## config.mk

```make
export PLATFORM = sky130hd
export DESIGN_NAME = fifo_queue
export DESIGN_NICKNAME = d
export VERILOG_FILES = /design/src/rtl/fifo_queue.sv
export SDC_FILE = /design/constraint.sdc
export NUM_CORES = 1
export LEC_CHECK = 0
export ABC_AREA = 1
export BUFFER_PORTS_ARGS = -buffer_cell sky130_fd_sc_hd__buf_2
export CAP_MARGIN = 20
export CORE_MARGIN = 8
export CORE_UTILIZATION = 40
export CTS_CLUSTER_DIAMETER = 120
export DETAILED_ROUTE_END_ITERATION = 7
export GPL_TIMING_DRIVEN = 0
export PLACE_DENSITY_LB_ADDON = 0.12
export SETUP_SLACK_MARGIN = 0.1
export SKIP_LAST_GASP = 1
export SLEW_MARGIN = 20
export SYNTH_ARGS = -nofsm -noshare
export SYNTH_HDL_FRONTEND = slang
export SYNTH_SLANG_ARGS = --single-unit
```

## constraint.sdc

```tcl
create_clock -name clk -period 1.9 [get_ports clk]
set_input_delay 0 -clock clk [delete_from_list [all_inputs] [get_ports clk]]
set_output_delay 0 -clock clk [all_outputs]
set_load 0.01 [all_outputs]
```

## src/rtl/fifo_queue.sv

```systemverilog
// -----------------------------------------------------------------------------
// fifo_queue
//
// Synchronous circular-buffer FIFO with valid/ready handshakes on both sides.
// Ready/valid outputs come from registered occupancy only, so there is no
// combinational path from enqueue to dequeue or from deq_rdy to enq_rdy.
// A full queue refuses writes even when a read fires in the same cycle, and an
// empty queue never bypasses an arriving message to the output.
//
// Parameters:
//   p_nbits  message width in bits (>= 1)
//   p_depth  number of entries (power of two, >= 2)
//
// Ports:
//   clk      clock, all state updates on posedge
//   rst      asynchronous active-low reset; clears pointers, count and storage
//   enq_val  producer offers enq_msg
//   enq_rdy  queue not full
//   enq_msg  message to write
//   deq_val  queue not empty
//   deq_rdy  consumer takes the head entry this cycle
//   deq_msg  head entry (combinational read of storage[rptr])
//   count    current occupancy, 0..p_depth
// -----------------------------------------------------------------------------
module fifo_queue #(
    parameter int p_nbits = 8,
    parameter int p_depth = 4
) (
    input  logic                       clk,
    input  logic                       rst,
    input  logic                       enq_val,
    output logic                       enq_rdy,
    input  logic [p_nbits-1:0]         enq_msg,
    output logic                       deq_val,
    input  logic                       deq_rdy,
    output logic [p_nbits-1:0]         deq_msg,
    output logic [$clog2(p_depth):0]   count
);

    localparam int AW = $clog2(p_depth);
    localparam int CW = AW + 1;
    localparam logic [CW-1:0] FULL_COUNT = CW'(p_depth);

    logic [p_nbits-1:0] storage [p_depth];
    logic [AW-1:0]      wptr;
    logic [AW-1:0]      rptr;
    logic [CW-1:0]      count_q;
    logic               enq_fire;
    logic               deq_fire;

    assign enq_rdy  = (count_q != FULL_COUNT);
    assign deq_val  = (count_q != '0);
    assign enq_fire = enq_val & enq_rdy;
    assign deq_fire = deq_val & deq_rdy;
    assign deq_msg  = storage[rptr];
    assign count    = count_q;

    // Storage is reset so deq_msg is never X, even while the queue is empty.
    always_ff @(posedge clk or negedge rst) begin
        if (!rst) begin
            for (int i = 0; i < p_depth; i++) begin
                storage[i] <= '0;
            end
        end else if (enq_fire) begin
            storage[wptr] <= enq_msg;
        end
    end

    // Pointers wrap through natural overflow since p_depth is a power of two.
    always_ff @(posedge clk or negedge rst) begin
        if (!rst) begin
            wptr <= '0;
            rptr <= '0;
        end else begin
            if (enq_fire) begin
                wptr <= wptr + 1'b1;
            end
            if (deq_fire) begin
                rptr <= rptr + 1'b1;
            end
        end
    end

    always_ff @(posedge clk or negedge rst) begin
        if (!rst) begin
            count_q <= '0;
        end else begin
            case ({enq_fire, deq_fire})
                2'b10:   count_q <= count_q + 1'b1;
                2'b01:   count_q <= count_q - 1'b1;
                default: count_q <= count_q;
            endcase
        end
    end

endmodule

```

==> impl_metrics.py, run 1 <==
metrics = {
    "global_route": {
        "grt_first_pass_wirelength_um": 9308,
        "antenna_found_initial": 0,
        "track_usage_pct": 15.89,
        "busiest_layer": "met2",
        "use_met3_pct": 3.208,
        "grt_start_max_net_pins": 40,
        "grt_overflow": 0,
        "grt_pass1_vias": 1836,
        "gr-usage-met1_pct": 21.56,
        "met2_usage_pct": 24.64,
    },
    "worst_setup_path": {
        "crit-reg2reg-launch": "count[0]$_DFFE_PN0P_",
        "crit_end": "count[2]$_DFFE_PN0P_",
        "reg2reg_depth": 11,
        "path_class": "flop to flop",
        "worst-path-max-fanout": 2,
        "startpoint": "count[0]$_DFFE_PN0P_",
        "cp.arrival_ns": 1.94,
        "start_kind": "flop",
        "r2r_slack_ns": 0.14,
        "worstSetupEndpointType": "flop",
        "r2r-end": "count[2]$_DFFE_PN0P_",
        "crit_required_ns": 2.08,
    },
    "logic_synthesis": {
        "synth_flop_cell": "dfrtp_1",
        "yosysMostFrequentCell": "nand2_1",
        "yosys_register_bits": 39,
        "synth_edf_count": 0,
        "async_flop_share_pct": 100.0,
        "yosys.area.top_type": "dfrtp_1",
        "yosysWarningCount": 0,
        "postSynthAreaPerCell_sq_um": 8.130,
        "syn_nets": 267,
        "syn_area_sq_mm": 0.002024,
        "synthTopCellsByCount": "83 x nand2_1, 39 x dfrtp_1, 33 x nand4_1, 24 x nor2_1, 16 x o21ai_0",
        "synth_top_area_share_pct": 48.21,
        "netlist_instances": 249,
        "synth_cell_types": 19,
        "yosys-top-cells-area": "dfrtp_1 48%, nand2_1 15%, nand4_1 10%, nor2_1 4.4%, o21ai_0 4.0%",
        "yosysSeqAreaShare_pct": 48.21,
    },
    "cts": {
        "cts_sinks": 39,
        "cts_buffer_depth": 2,
        "clk_pin_slew_ns": 0.08,
        "cts-root-buf": "clkbuf_8",
        "clock_latency_ns": 0.29,
        "cts_buffers": 5,
        "htree_levels": 2,
        "cts_tree": "built",
    },
    "die": {
        "start_util_pct": 40.41,
        "core-area_sq_mm": 0.005010,
        "pin_count": 25,
        "fp.dieW_um": 87.14,
        "die_h_um": 87.14,
        "fp.dieArea_sq_mm": 0.007593,
        "rows": 26,
    },
    "sta": {
        "layout_min_cycle_time_ns": 1.756,
        "slew_violations": 0,
        "worstMarginPinSlew_ns": 0.8897,
        "fin_ws_ns": 0.1442,
        "max-slew-margin-rel_pct": 40.68,
        "min_period_over_period_pct": 92.41,
        "rsz0062_at_grt": "yes",
        "skew_ns": 0.006625,
        "timing_hold_violations_final": 0,
        "clock.fmax_mhz": 569.5,
        "tns_ns": 0,
        "setup_viol": 0,
        "holdWs_ns": 0.005216,
    },
    "place": {
        "gp_congestion": 0.8209,
        "place_ws_ns": -0.03567,
        "place.detailed.hpwl_um": 3838,
        "portBuffers": 24,
        "dpl_cell_area_sq_mm": 0.002237,
    },
    "power": {
        "p_per_area_mw_per_mm2": 1687,
        "ir_worst_vdd_mv": 0.8735,
        "p_leak_nw": 1.287,
    },
    "status": {
        "status": "completed",
    },
    "layout": {
        "nNetsFinal": 311,
        "fin_util_pct": 49.70,
        "multi_input_area_sq_um": 945.9,
        "regArea_sq_um": 975.9,
        "area_growth_pct": 22.99,
        "fin_area_sq_mm": 0.002490,
        "drive_above_1_share_pct": 23.55,
        "diodes": 0,
        "fillers": 531,
    },
    "drt": {
        "drcViolationCount": 0,
        "drt_iter0_markers": 91,
        "drtAntennaViolNets": 0,
        "wl_per_cell_um": 15.36,
        "via_per_inst": 4.970,
        "vias": 1804,
        "dr.pass1.iters": 4,
        "drt-total-wl_um": 5577,
    },
    "hold_path": {
        "hp-class": "primary input to flop",
    },
    "job": {
        "drv_cap": 0,
    },
}
==> report_power, final <==
part / switching (mW) / internal, mW / total [mW]
clock network: 0.286 / 0.285 / 0.570
registers: 0.228 / 1.22 / 1.45
logic: 1.32 / 0.862 / 2.18
==> how the worst min path moves through the flow <==
stage / start / to / slack (ns) / cells past startpoint
floorplan: rst / count[0]$_DFFE_PN0P_ / -0.30 / 0
global placement: rst / rptr[1]$_DFFE_PN0P_ / 0.18 / 1
detailed placement: rst / rptr[1]$_DFFE_PN0P_ / 0.19 / 1
CTS: enq_msg[2] / storage[10]$_DFFE_PN0P_ / 0.001 / 3
global route: enq_msg[2] / storage[2]$_DFFE_PN0P_ / 0.01 / 3
finish: enq_msg[2] / storage[10]$_DFFE_PN0P_ / 0.005 / 3
==> flip-flops by register name, summed over array words and instances, names as in the netlist <==
| register | cells |
|---|---|
| rptr | 2 |
| storage | 32 |
| wptr | 2 |
| count | 3 |
==> worst max-delay path, stage by stage, from the launching register on <==
cell and delay, ns:
dfrtp_1 0.41, nor2_4 0.14, nand2_2 0.09, buf_8 0.14, nand2_8 0.06, ha_4 0.14, inv_4 0.04, fa_2 0.37
nand2_2 0.10, nand3_2 0.06, nand2_1 0.06, nand2_1 0.05
==> metal layers <==
layer  vias to the layer above  part of all wire, %
met5                         -                    0
met4                         0                 0.82
met3                         4                  3.4
met2                        34                   47
met1                       852                   48
li1                        914                    -
==> what timing repair did <==
action / in CTS / in global routing
setup endpoints to repair: 2 / 2
hold buffers: 6 / 0
pin swaps: 2 / 6
resized for setup: 7 / 8
buffers inserted: 4 / 3
hold endpoints to repair: 49 / 0
==> per-stage QoR <==
| step | instances | total power, mW |
|---|---|---|
| 2_1_floorplan | 249 | 2.811 |
| 5_1_grt | 363 | 4.593 |
| 6_report | 363 | 4.200 |
| 4_1_cts | 360 | 4.166 |
| 3_3_place_gp | 343 | 3.450 |
| 3_5_place_dp | 343 | 3.478 |
==> cells in the final DEF (no fill, tap or decap), types with 7 or more instances in the layout <==
cell type,count
buf_2,34
buf_4,9
dfrtp_1,39
inv_1,7
nand2_1,78
nand3_1,7
nand4_1,33
nor2_1,24
o21ai_0,15
o21ai_1,10
==> cells by family (layout without fill, tap and decap cells) <==
group	count (synthesis)	count (layout)	synth area share [%]
flip-flops	39	39	48.21
AND/OR/NAND/NOR	151	151	33.50
buffers and inverters	27	71	7.602
AO/OA/AOI/OAI	25	25	6.180
adder cells (fa/ha/maj)	6	6	4.079
XOR/XNOR	1	1	0.4327
==> layout make-up <==
| class | instances | share of cell area, % |
|---|---|---|
| buffer | 16 | 4.573 |
| sequential | 39 | 39.20 |
| timing repair buffer | 37 | 9.347 |
| inverter | 11 | 1.859 |
| multi-input combinational | 183 | 37.99 |
| tap | 70 | 3.518 |
| clock buffer | 6 | 3.317 |
| clock inverter | 1 | 0.2010 |
No activity file was read; power rests on OpenSTA's default activity.
==> run 2, diff against run 1 <==
BUFFER_PORTS_ARGS = -buffer_cell sky130_fd_sc_hd__buf_4   (was -buffer_cell sky130_fd_sc_hd__buf_2)
SLEW_MARGIN = not set   (was 20)
==> impl_metrics.py, run 2 (synthesized netlist as in run 1, its figures left out) <==
metrics = {
    "sta": {
        "max-slew-margin-rel_pct": 65.82,
        "tns_ns": 0,
        "fin_ws_ns": 0.1568,
        "setup_viol": 0,
        "min_period_over_period_pct": 91.75,
        "clock.fmax_mhz": 573.6,
        "holdWs_ns": 0.01036,
        "skew_ns": 0.005297,
        "slew_violations": 0,
        "worstMarginPinSlew_ns": 0.5127,
        "rsz0062_at_grt": "yes",
        "timing_hold_violations_final": 0,
        "layout_min_cycle_time_ns": 1.743,
    },
    "die": {
        "core-area_sq_mm": 0.005010,
        "rows": 26,
        "fp.dieArea_sq_mm": 0.007593,
        "die_h_um": 87.14,
        "start_util_pct": 40.41,
        "pin_count": 25,
        "fp.dieW_um": 87.14,
    },
    "global_route": {
        "grt_first_pass_wirelength_um": 9356,
        "grt_overflow": 0,
        "grt_start_max_net_pins": 40,
        "antenna_found_initial": 0,
        "grt_pass1_vias": 1768,
        "track_usage_pct": 16.16,
    },
    "drt": {
        "drtAntennaViolNets": 0,
        "topRoutingLayerUsed": "met4",
        "drt-total-wl_um": 5576,
        "wl_per_cell_um": 15.28,
        "dr.pass1.iters": 4,
        "drt_iter0_markers": 142,
        "via_per_inst": 5.000,
        "wl_met1_um": 2649,
        "vias": 1825,
        "wl_met2_um": 2727,
        "drcViolationCount": 0,
        "met3_wirelength_um": 172,
    },
    "worst_setup_path": {
        "cp_slowest_stage_delay_ns": 0.41,
        "crit_required_ns": 2.08,
        "worst-path-max-fanout": 2,
        "reg2reg_depth": 11,
        "start_kind": "flop",
        "cp.arrival_ns": 1.93,
        "r2r_slack_ns": 0.16,
        "startpoint": "count[0]$_DFFE_PN0P_",
        "path_class": "flop to flop",
        "crit-reg2reg-launch": "count[0]$_DFFE_PN0P_",
        "worstSetupEndpointType": "flop",
        "crit_chain": "nor2_4 > nand2_2 > buf_8 > nand2_8 > ha_4 > inv_4 > fa_2 > nand2_2 > nand3_2 > nand2_1 > nand2_1",
        "crit_slowest_cell": "dfrtp_1",
        "r2r-end": "count[2]$_DFFE_PN0P_",
    },
    "hold_path": {
        "holdPathEnd": "storage[1]$_DFFE_PN0P_",
        "hp-class": "primary input to flop",
        "hold_depth": 3,
        "hp-start": "enq_msg[1]",
    },
    "cts": {
        "clk_pin_slew_ns": 0.08,
        "htree_levels": 2,
        "cts-root-buf": "clkbuf_8",
        "cts_sinks": 39,
        "cts_buffer_depth": 2,
        "clock_latency_ns": 0.29,
        "cts_buffers": 5,
        "cts_tree": "built",
    },
    "layout": {
        "layout_commonest_cell": "nand2_1",
        "drive_above_1_share_pct": 22.71,
        "nNetsFinal": 312,
        "diodes": 0,
        "fin_util_pct": 51.45,
        "final_cell_mix": "78 x nand2_1, 39 x dfrtp_1, 33 x nand4_1",
        "fillers": 518,
        "regMostFlops": "storage",
        "largest_register_ffs": 32,
        "area_growth_pct": 27.32,
    },
    "power": {
        "p_per_area_mw_per_mm2": 1695,
        "p_leak_nw": 1.314,
        "ir_worst_vdd_mv": 0.7639,
    },
    "place": {
        "gp_congestion": 0.8108,
        "place.detailed.hpwl_um": 3827,
        "place_ws_ns": 0.008598,
        "portBuffers": 24,
    },
    "status": {
        "status": "completed",
    },
    "job": {
        "drv_cap": 0,
    },
}
==> run 2: cell count changes in the layout (fill, tap and decap cells not counted) <==
cell	change
buf_2	-24
buf_4	+22
dlygate4sd3_1	+3
clkbuf_1	+1
clkbuf_8	+1
clkinv_2	-1
==> run 2: metal layers <==
metal	vias to the layer above	GRT usage [%]
li1	919	-
met1	877	21.82
met2	27	25.54
met3	2	3.208
met4	0	4.219
met5	-	0
==> run 2: timing repair <==
action / 4_1_cts / 5_1_grt
endpoints found under the setup margin: 2 / 2
pin swaps: 2 / 5
resized for setup: 6 / 9
setup buffers: 4 / 1
hold buffers: 8 / 1
endpoints found under the hold margin: 50 / 1
gates cloned: 0 / 0
==> run 2: where the power goes <==
part           internal, mW  switching (mW)
Clock                 0.332           0.293
Combinational         0.971            1.33
Sequential             1.22           0.227
Total                  2.52            1.85
==> run 2: cell type report <==
| class | instances | area (sq um) | share of cell area [%] |
|---|---|---|---|
| clock buffers | 8 | 100.1 | 3.883 |
| flip-flops and latches | 39 | 975.9 | 37.86 |
| multi-input cells | 183 | 945.9 | 36.70 |
| well taps | 70 | 87.58 | 3.398 |
| plain buffers | 16 | 113.9 | 4.417 |
| repair buffers | 38 | 307.8 | 11.94 |
| inverters | 11 | 46.29 | 1.796 |
==> run 2: how the worst max path moves through the flow <==
stage	depth (start not counted)	slack (ns)	end
3_5_place_dp	8	0.009	count[1]$_DFFE_PN0P_
6_report	11	0.16	count[2]$_DFFE_PN0P_
5_1_grt	11	0.06	count[2]$_DFFE_PN0P_
2_1_floorplan	8	0.12	count[1]$_DFFE_PN0P_
4_1_cts	8	0.12	count[1]$_DFFE_PN0P_
3_3_place_gp	8	-0.007	count[1]$_DFFE_PN0P_
==> run 2: through the flow <==
stage / instances / area (sq um) / total power, mW
5_1_grt: 365 / 2577 / 4.765
6_report: 365 / 2577 / 4.368
4_1_cts: 363 / 2534 / 4.336
3_3_place_gp: 343 / 2297 / 3.570
2_1_floorplan: 249 / 2029 / 2.811
3_5_place_dp: 343 / 2297 / 3.593
==> run 2: critical path: cells and delay by family, from the launching register on <==
family / cells / cell delay (ns)
buffers and inverters: 2 / 0.18
adder cells (fa/ha/maj): 2 / 0.52
flip-flops: 1 / 0.41
AND/OR/NAND/NOR: 7 / 0.52
==> run 3, diff against run 2 <==
HOLD_SLACK_MARGIN = 0.06   (was not set)
==> impl_metrics.py, run 3 (synthesized netlist as in run 1, its figures left out) <==
metrics = {
    "sta": {
        "setup_viol": 0,
        "timing_hold_violations_final": 0,
        "max-slew-margin-rel_pct": 66.08,
        "holdWs_ns": 0.2017,
        "min_period_over_period_pct": 91.54,
        "clock.fmax_mhz": 575.0,
        "worstMarginPinSlew_ns": 0.5088,
        "skew_ns": 0.006831,
        "rsz0062_at_grt": "yes",
        "layout_min_cycle_time_ns": 1.739,
        "slew_violations": 0,
    },
    "cts": {
        "clock_latency_ns": 0.30,
        "cts_sinks": 39,
        "clk_pin_slew_ns": 0.08,
        "cts_buffers": 5,
        "cts_buffer_depth": 2,
        "cts-root-buf": "clkbuf_8",
        "cts_tree": "built",
        "htree_levels": 2,
    },
    "global_route": {
        "antenna_found_initial": 0,
        "track_usage_pct": 16.16,
        "grt_overflow": 0,
        "grt_pass1_vias": 1766,
        "grt_start_max_net_pins": 40,
        "grt_first_pass_wirelength_um": 9356,
    },
    "layout": {
        "layout_commonest_cell": "nand2_1",
        "nNetsFinal": 313,
        "fillers": 517,
        "diodes": 0,
        "regMostFlops": "storage",
        "fin_cells": 366,
        "largest_register_ffs": 32,
        "drive_above_1_share_pct": 22.64,
        "area_growth_pct": 27.81,
        "final_cell_mix": "78 x nand2_1, 39 x dfrtp_1, 33 x nand4_1",
    },
    "worst_setup_path": {
        "path_class": "flop to flop",
        "crit_chain": "nor2_4 > nand2_2 > buf_8 > nand2_8 > ha_4 > inv_4 > fa_2 > nand2_2 > nand3_2 > nand2_1 > nand2_1",
        "crit_required_ns": 2.09,
        "cp_slowest_stage_delay_ns": 0.41,
        "crit_slowest_cell": "dfrtp_1",
        "worst-path-max-fanout": 2,
        "start_kind": "flop",
        "cp_top_family": "simple AND/OR/NAND/NOR gates",
        "crit_buf_inv": 2,
        "worstSetupEndpointType": "flop",
        "cp.arrival_ns": 1.93,
    },
    "die": {
        "fp.dieW_um": 87.14,
        "start_util_pct": 40.41,
        "die_h_um": 87.14,
        "pin_count": 25,
        "core-area_sq_mm": 0.005010,
        "rows": 26,
        "fp.dieArea_sq_mm": 0.007593,
    },
    "drt": {
        "drt_iter0_markers": 124,
        "wl_per_cell_um": 15.26,
        "drt-total-wl_um": 5585,
        "dr.pass1.iters": 4,
        "via_per_inst": 4.954,
        "drcViolationCount": 0,
        "drtAntennaViolNets": 0,
        "vias": 1813,
    },
    "place": {
        "portBuffers": 24,
        "gp_congestion": 0.8108,
        "place.detailed.hpwl_um": 3827,
        "dpl.cell_count": 343,
    },
    "job": {
        "drv_cap": 0,
    },
    "hold_path": {
        "hp-class": "primary input to flop",
    },
    "power": {
        "ir_worst_vdd_mv": 0.7636,
        "p_leak_nw": 1.318,
        "p_per_area_mw_per_mm2": 1689,
    },
    "status": {
        "status": "completed",
    },
}
## run 3: cell types whose count changed in the layout (fill, tap and decap cells not counted), sizes merged
cell         previous run  this run
dlygate4sd3             9        10
## run 3: final cells by class
cell class	instances	area, sq um	share of cell area (%)
Timing Repair Buffer	39	317.8	12.28
Tap cell	70	87.58	3.385
Clock buffer	8	100.1	3.868
Inverter	11	46.29	1.789
Buffer	16	113.9	4.400
Sequential cell	39	975.9	37.72
Multi-Input combinational cell	183	945.9	36.56
## run 3: path summary, 6_finish.rpt
path	startpoint	endpoint	slack, ns	depth (start not counted)
max reg2reg	count[0]$_DFFE_PN0P_	count[2]$_DFFE_PN0P_	0.16	11
min in group asynchronous	rst	storage[11]$_DFFE_PN0P_	0.23	2
max in group asynchronous	rst	storage[29]$_DFFE_PN0P_	1.33	2
min	enq_val	storage[10]$_DFFE_PN0P_	0.20	4
min reg2reg	storage[21]$_DFFE_PN0P_	storage[21]$_DFFE_PN0P_	0.47	2
max	count[0]$_DFFE_PN0P_	count[2]$_DFFE_PN0P_	0.16	11
## run 3: worst reg2reg max path: stages (launching register included)
cell and delay, ns:
dfrtp_1 0.41, nor2_4 0.14, nand2_2 0.09, buf_8 0.14, nand2_8 0.05, ha_4 0.15
inv_4 0.04, fa_2 0.37, nand2_2 0.09, nand3_2 0.06, nand2_1 0.05, nand2_1 0.04
## run 3: repair_timing
action	4_1_cts	5_1_grt
endpoints found under the setup margin	2	2
hold buffers	10	0
pin swaps	2	5
endpoints found under the hold margin	73	0
buffers inserted	4	1
gates resized for setup	6	9
## run 3: metrics by stage
stage	worst slack (ns)	power, mW	cell area (sq um)	util [%]	setup TNS [ns]
3_5_place_dp	0.008598	3.593	2297	45.85	0
4_1_cts	0.1157	4.339	2554	50.97	0
5_1_grt	0.06199	4.766	2587	51.65	0
3_3_place_gp	-0.006584	3.570	2297	45.85	-0.006584
2_1_floorplan	0.1216	2.811	2029	-	0
6_report	0.1607	4.371	2587	51.65	0
## run 3: routing by layer
layer	share of wire (%)	global-route usage, %	routed length (um)
met2	48	25.61	2671
met1	48	21.71	2672
met5	0	0	0
met3	3.5	3.302	193
met4	0.84	4.219	47
## run 3: report_power, final
part / internal, mW / total (mW) / switching [mW]
logic: 0.972 / 2.30 / 1.33
registers: 1.22 / 1.45 / 0.227
clock network: 0.332 / 0.628 / 0.297
